[src/rtl/sobel_ctrl.sv]
// Sobel front-end control: tracks pixel position in a vs/dv video stream, drives the line-buffer
// write port, flags complete 3x3 windows and applies requested modes at frame start.
module sobel_ctrl #(
    parameter int unsigned ADDR_W   = 11,
    parameter bit          SYNC_POL = 1'b1
) (
    input  logic              clk,
    input  logic              rst,
    input  logic              dv_i,
    input  logic              hs_i,
    input  logic              vs_i,
    input  logic [1:0]        mode_req,
    input  logic              mode_req_valid,
    output logic [ADDR_W-1:0] col,
    output logic [ADDR_W-1:0] row,
    output logic              lb_wr_en,
    output logic [ADDR_W-1:0] lb_addr,
    output logic              win_valid,
    output logic              border,
    output logic [1:0]        mode_act,
    output logic              mode_ack,
    output logic              frame_start,
    output logic [ADDR_W-1:0] line_width,
    output logic [ADDR_W-1:0] frame_height,
    output logic              err_geom
);
    localparam logic [ADDR_W-1:0] CNT_MAX    = {ADDR_W{1'b1}};
    localparam logic [1:0]        MODE_SOBEL = 2'd1;
    localparam logic [1:0]        MODE_RSVD  = 2'd3;

    typedef enum logic [1:0] {IDLE, WAIT_DATA, IN_LINE, H_BLANK} state_t;

    state_t            state_q, state_d;
    logic              vs_d_q, hs_d_q, dv_d_q;
    logic [ADDR_W-1:0] col_q, col_d, row_q, row_d;
    logic [ADDR_W-1:0] lw_q, lw_d, fh_q, fh_d;
    logic              wr_q, wr_d, win_q, win_d, border_q, border_d;
    logic              fs_q, fs_d, ack_q, ack_d, err_q, err_d;
    logic [1:0]        mode_q, mode_d, pend_mode_q, pend_mode_d;
    logic              pend_q, pend_d;
    logic              vs_edge, hs_edge, req_ok, pix_d;
    logic              unused_hs;

    assign vs_edge = (vs_i == SYNC_POL) && (vs_d_q != SYNC_POL);
    assign hs_edge = (hs_i == SYNC_POL) && (hs_d_q != SYNC_POL);
    // hs is only tracked; line boundaries are taken from dv
    assign unused_hs = hs_edge;
    assign req_ok  = mode_req_valid && (mode_req != MODE_RSVD);

    always_ff @(posedge clk) begin
        if (rst) begin
            state_q     <= IDLE;
            vs_d_q      <= ~SYNC_POL;
            hs_d_q      <= ~SYNC_POL;
            dv_d_q      <= 1'b0;
            col_q       <= '0;
            row_q       <= '0;
            lw_q        <= '0;
            fh_q        <= '0;
            wr_q        <= 1'b0;
            win_q       <= 1'b0;
            border_q    <= 1'b0;
            fs_q        <= 1'b0;
            ack_q       <= 1'b0;
            err_q       <= 1'b0;
            mode_q      <= MODE_SOBEL;
            pend_mode_q <= MODE_SOBEL;
            pend_q      <= 1'b0;
        end else begin
            state_q     <= state_d;
            vs_d_q      <= vs_i;
            hs_d_q      <= hs_i;
            dv_d_q      <= dv_i;
            col_q       <= col_d;
            row_q       <= row_d;
            lw_q        <= lw_d;
            fh_q        <= fh_d;
            wr_q        <= wr_d;
            win_q       <= win_d;
            border_q    <= border_d;
            fs_q        <= fs_d;
            ack_q       <= ack_d;
            err_q       <= err_d;
            mode_q      <= mode_d;
            pend_mode_q <= pend_mode_d;
            pend_q      <= pend_d;
        end
    end

    always_comb begin
        state_d     = state_q;
        col_d       = col_q;
        row_d       = row_q;
        lw_d        = lw_q;
        fh_d        = fh_q;
        err_d       = err_q;
        fs_d        = 1'b0;
        ack_d       = 1'b0;
        mode_d      = mode_q;
        pend_d      = pend_q;
        pend_mode_d = pend_mode_q;
        pix_d       = 1'b0;

        if (req_ok) begin
            pend_d      = 1'b1;
            pend_mode_d = mode_req;
        end

        if (vs_edge) begin
            state_d = WAIT_DATA;
            fs_d    = 1'b1;
            fh_d    = row_q;
            row_d   = '0;
            col_d   = '0;
            err_d   = 1'b0;
            // a request arriving on the same cycle stays pending for the next frame
            if (pend_q) begin
                mode_d = pend_mode_q;
                ack_d  = 1'b1;
                pend_d = req_ok;
            end
        end else begin
            case (state_q)
                IDLE: ;
                WAIT_DATA, H_BLANK: begin
                    if (dv_i) begin
                        state_d = IN_LINE;
                        col_d   = '0;
                        pix_d   = 1'b1;
                    end
                end
                IN_LINE: begin
                    if (dv_i) begin
                        if (col_q == CNT_MAX) begin
                            err_d = 1'b1;
                        end else begin
                            col_d = col_q + 1'b1;
                            pix_d = 1'b1;
                        end
                    end else if (dv_d_q) begin
                        state_d = H_BLANK;
                        col_d   = '0;
                        if (row_q != CNT_MAX) row_d = row_q + 1'b1;
                        if (row_q == '0) lw_d = col_q + 1'b1;
                        else if ((col_q + 1'b1) != lw_q) err_d = 1'b1;
                    end
                end
                default: state_d = IDLE;
            endcase
        end

        wr_d     = pix_d;
        win_d    = pix_d && (row_d >= ADDR_W'(2)) && (col_d >= ADDR_W'(2));
        border_d = win_d && ((row_d == ADDR_W'(2)) || (col_d == ADDR_W'(2)) ||
                             ((lw_q != '0) && (col_d == lw_q - 1'b1)));
    end

    assign col          = col_q;
    assign row          = row_q;
    assign lb_wr_en     = wr_q;
    assign lb_addr      = col_q;
    assign win_valid    = win_q;
    assign border       = border_q;
    assign mode_act     = mode_q;
    assign mode_ack     = ack_q;
    assign frame_start  = fs_q;
    assign line_width   = lw_q;
    assign frame_height = fh_q;
    assign err_geom     = err_q;
endmodule
[config.mk]
export PLATFORM = sky130hd
export DESIGN_NAME = sobel_ctrl
export DESIGN_NICKNAME = d
export VERILOG_FILES = /design/src/rtl/sobel_ctrl.sv
export SDC_FILE = /design/constraint.sdc
export NUM_CORES = 1
export LEC_CHECK = 0
export ABC_AREA = 1
export CORE_ASPECT_RATIO = 1.75
export CORE_MARGIN = 2
export CORE_UTILIZATION = 52
export DETAILED_ROUTE_END_ITERATION = 10
export GPL_TIMING_DRIVEN = 0
export PLACE_DENSITY = 0.89
export SETUP_SLACK_MARGIN = 0.4
export SLEW_MARGIN = 20
export SYNTH_ARGS = -nofsm -noshare
export SYNTH_HDL_FRONTEND = slang
export SYNTH_SLANG_ARGS = --single-unit
[constraint.sdc]
create_clock -name clk -period 2.6 [get_ports clk]
set_clock_uncertainty 0.1 [all_clocks]
set_input_delay 0.52 -clock clk [delete_from_list [all_inputs] [get_ports clk]]
set_output_delay 0.52 -clock clk [all_outputs]
set_load 0.01 [all_outputs]
Word level (Yosys, flattened, before mapping)
Index checks and enable logic that the tools add are counted.
- $add $sub $neg: 3
- order comparisons: 2
- equal/unequal tests: 18
- mux-type cells: 31
- bitwise operators: 3
- reductions and logical operators: 22
- operator list (cell ; count):
    $mux W11 ; 10
    $add A11 B1 Y11 const B ; 2
    $eq A11 B2 Y1 const B ; 2
    $ge A11 B2 Y1 const B ; 2
    $pmux W11 S2 ; 1
    $mux W1 ; 15
    $eq A11 B11 Y1 ; 1
    $eq A11 B11 Y1 const B ; 1
    $logic_not A11 Y1 ; 1
    $ne A11 B11 Y1 ; 1
    $ne A11 B11 Y1 const B ; 1
    $reduce_bool A11 Y1 ; 1
    $sub A11 B1 Y11 const B ; 1
    $ne A2 B2 Y1 const B ; 5
    $reduce_and A5 Y1 ; 2
    $ne A3 B3 Y1 const B ; 3
    $reduce_and A4 Y1 ; 2
    $logic_and A1 B1 Y1 ; 6
    $mux W2 ; 3
    $reduce_bool A2 Y1 ; 3
    $reduce_or A2 Y1 ; 3
    $eq A2 B2 Y1 const B ; 2
    $pmux W2 S2 ; 1
    $not A1 Y1 ; 3
    other kinds (6) ; 7
- register bits after elaboration: 59
- bits of input ports: 8
- output and inout port bits: 63
- logic and storage cells: 96

Depth between registers and ports, before layout
- depth in word-level cells: 10
- depth in mapped cells: 17

Least setup slack after synthesis
Ideal clock, no wire load.
- path kind: reg-to-reg
- from: reg col_q[1] (netlist: col[1])
- to: reg border_q (netlist: border)
- data arrival time: 1.810 ns
- setup slack: 0.624 ns
- cell stages (with the launch flop): 16
- buffers on the path: 0
- period minus slack after synthesis: 1.976 ns
- cells stage by stage: dfxtp_1 ha_1 nand2_1 nor2_4 nand3_4 nand2_4 nand2_2 nand2_1 nand2_1 nand2_1 nand2_1 nor2_1 nand3_1 nor2_1 nand2_1 a21oi_2
- cells in the longest elaborated chain, start to end: 9
- elaborated cells between the ends (all ways): 21
- classes of those cells: add/sub: 1; order compare: 1; eq/ne: 3; mux: 10; reduce/logical: 6
- RTL lines (what ; RTL line ; RTL):
    from (decl) ; 35 ; logic [ADDR_W-1:0] col_q, col_d, row_q, row_d;
    from (signal assigned) ; 74 ; col_q <= col_d;
    branches (longest 8 deep; another with $add A11 B1 Y11) ; -- ;
    $logic_and A1 B1 Y1 * ; 154 ; border_d = win_d && ((row_d == ADDR_W'(2)) || (col_d == ADDR_W'(2)) ||
    to (signal assigned) ; 80 ; border_q <= border_d;
    to (decl) ; 37 ; logic wr_q, wr_d, win_q, win_d, border_q, border_d;
Mark *: on every way between the ends.
A chain may end at the register's enable or synchronous reset.

Worst setup path in the final report
- from: in vs_i
- to: reg border_q (netlist: border)
- cells in the longest elaborated chain, start to end: 6
- elaborated cells between the ends (all ways): 15
- classes of those cells: order compare: 2; eq/ne: 3; mux: 3; reduce/logical: 7
- RTL lines (what ; RTL line ; RTL):
    from (decl) ; 11 ; input logic vs_i,
    $logic_and A1 B1 Y1 * ; 44 ; assign vs_edge = (vs_i == SYNC_POL) && (vs_d_q != SYNC_POL);
    $mux W11 ; 109 ; if (vs_edge) begin
    $ge A11 B2 Y1, or another cell as far along ; 153 ; win_d = pix_d && (row_d >= ADDR_W'(2)) && (col_d >= ADDR_W'(2));
    $logic_and A1 B1 Y1, or another cell as far along ; 153 ;
    $logic_and A1 B1 Y1 / $logic_or A1 B1 Y1 (equally long branches) ; 153, 154 ;
    $logic_and A1 B1 Y1 * ; 154 ;
Mark *: on every way between the ends. The rest lies on a longest branch, timed or not.

==> impl_metrics.tcl <==
set metrics [dict create \
    rsz0062_at_grt "true" \
    drcViolationCount 0 \
    yosysSeqAreaShare_pct 32.9 \
    cts_htree_levels 3 \
    multiInputGateArea_um2 2080 \
    nFillCells 565 \
    critical_path.slowest_cell "clkdlybuf4s50_1" \
    min_period_ns 2.21 \
    hold_buffers 0 \
    synth.distinct_cells 37 \
    clock.fmax_mhz 453 \
    initial_core_util_pct 53.2 \
    worstPathMaxFanout 10 \
    worst_path_most_repeated_cell "inv_1" \
    yosysTopAreaCell "dfxtp_1" \
    finalInstanceArea_um2 4950 \
    numCtsBuffers 9 \
    start_kind "input port" \
    slowest_delay_ns 0.45 \
    critPathKind "in -> reg" \
    fin_nets 664 \
    hold_slack_ns 0.370 \
    placed_cell_area_um2 4380 \
    setup-violations-final 0 \
    antenna_cells 0 \
    areaGrowthSynthToFinish_pct 37.8 \
    synth_cells 567 \
    hold_depth 2 \
    rows 40 \
    path_clk_slew_ns 0.05 \
    p_leak_nw 2.18 \
    via_count 4126 \
    slew_headroom_pct 61.0 \
    wirelength_mm 12.0 \
    seq_area_um2 1200 \
    r2r_cells 15 \
    ios 71 \
    die_h_um 114 \
    clock_latency_ns 0.34 \
    grt_usage_pct 33.4 \
    worst_pin_slew_ns 0.585 \
    gp_congestion 1.01 \
    drt_iter0_drc 291 \
    synth_seq_cells 59 \
    die_w_um 66.9 \
    ctsRootBufferMaster "clkbuf_16" \
    powerDensity_nw_per_um2 505 \
    worstHoldPathType "reg -> reg" \
    grt_pass1_vias 4042 \
    maxSlewViolCount 0 \
    stdcell_count 740 \
    yosysWarnings 0 \
    end_kind "flop" \
    syn_area_um2 3590 \
    dr.pass1.iters 5 \
    final_core_util_pct 73.3 \
    outcome "completed" \
    die_area_um2 7620 \
    antenna_found_initial 0 \
    io_buffer_count 68 \
    core_um2 6760 \
    syn_nets 579 \
    cts.path.max_buffers 2 \
    clkSinkCount 59 \
    finalHoldViolations 0 \
    cts_tree "built" \
    synth_top_area_share_pct 32.9 \
    grt_first_pass_wirelength_mm 18.9 \
    synthTopCellsByArea "dfxtp_1 33%, nand2_1 15%, nand3_1 9.0%" \
    syn_area_per_cell_um2 6.34 \
    dp.cells 719 \
    drive_gt1_share_pct 15.2 \
    overflow 0 \
    antenna_left 0 \
    grt_max_degree 11 \
    fin_crit_sh_pct 84.9 \
    cp.arrival_ns 2.38 \
    tns_ns 0 \
    wl_per_cell_um 16.2 \
    maxCapViolations 0 \
    vdd_drop_max_mv 0.453 \
    viasPerCell 5.58 \
    crit_required_ns 2.77 \
    hpwl_mm 8.96 \
    cp_cell_sequence "clkdlybuf4s50_1 -> inv_1 -> or2_2 -> clkbuf_8 -> buf_6 -> nand2_2 -> buf_4 -> nand3_1 -> nand3b_1 -> nand2_1 -> inv_1 -> a21oi_2" \
]
## report_power, final
part	leakage, nW	internal (mW)	switching, mW
registers	0.484	0.916	0.0111
logic	1.53	0.0614	0.111
clock network	0.168	0.982	0.419
total	2.18	1.96	0.542
## final timing paths
path	start	end	slack [ns]
worst min-delay path	pend_mode_q[0]	pend_mode_q[0]	0.37
worst max-delay path	vs_i	border	0.39
worst max register to register	col[0]	border	0.41
worst min register to register	pend_mode_q[0]	pend_mode_q[0]	0.37
## registers in the layout, indices dropped and copies added, names as in the netlist, 2 cells and up
signal,cells
pend_mode_q,2
col,11
state_q,2
frame_height,11
line_width,11
mode_act,2
row,11
## worst max-delay path: cells and delay by family
family                 cells  cell delay (ns)
buffers and inverters      6             1.00
AO/OA/AOI/OAI              1             0.12
AND/OR/NAND/NOR            5             0.73
## metal layers
metal  global-route usage, %  part of all wire, %
met5                       0                    0
met4                    30.6                   10
met3                    7.69                  5.2
met2                    57.9                   52
met1                    30.9                   33
## cell type report
type / instances / share of cell area [%]
Buffer: 25 / 3.64
Clock buffer: 11 / 5.10
Clock inverter: 4 / 1.97
Inverter: 80 / 6.22
Multi-Input combinational cell: 403 / 42.0
Sequential cell: 59 / 24.3
Tap cell: 84 / 2.12
Timing Repair Buffer: 74 / 14.7
## logic make-up (layout without fill, tap and decap cells)
logic type,count (synthesis),after routing,share of synthesized area [%]
compound gates,70,70,10.8
simple gates,315,315,39.1
buf+inv,105,194,12.5
fa+ha+maj,4,4,1.39
xor+xnor,14,14,3.41
flops,59,59,32.9
## stage by stage
step | total power, mW | worst slack (ns)
2_1_floorplan | 1.04 | 0.624
3_3_place_gp | 1.10 | -0.393
3_5_place_dp | 1.10 | -0.429
4_1_cts | 2.51 | 0.408
5_1_grt | 2.56 | 0.235
6_report | 2.50 | 0.393
## cell usage after synthesis, drive strengths merged
library cell  number
nand2            146
nor2              81
inv               80
nand3             67
dfxtp             59
o21ai             34
a21oi             25
buf               16
xor2              12
clkbuf             9
a211oi             7
nand4              6
nor3               6
ha                 4
and2               3
nand3b             3
o22ai              3
xnor2              2
a31oi              1
and3               1
nor4               1
or2                1
## layout by cell type, fill, tap and decap left out, types with 4 or more instances in the layout
cell type        synthesis  routed
xor2_1                  12      12
inv_2                    5       5
nand4_1                  6       6
dfxtp_1                 59      47
a211oi_1                 6       6
nand2_2                  3      11
clkdlybuf4s50_1          0      67
clkbuf_16                0       9
o21ai_1                  3       4
a21oi_2                  3       5
nor3_1                   6       5
nand2_1                141     132
nand3_1                 65      62
dfxtp_2                  0      10
buf_4                   11      17
nand3_2                  1       4
clkbuf_8                 0       4
clkbuf_1                 9       5
inv_1                   74      73
o21ai_0                 31      28
nor2_4                   4       7
a21oi_1                 22      19
nor2_1                  75      73
## what timing repair did
action	4_1_cts	5_1_grt
buffers inserted	2	4
pin swaps	2	8
setup endpoints to repair	24	14
resized for setup	35	32
Power figures use the tool's default switching activity.
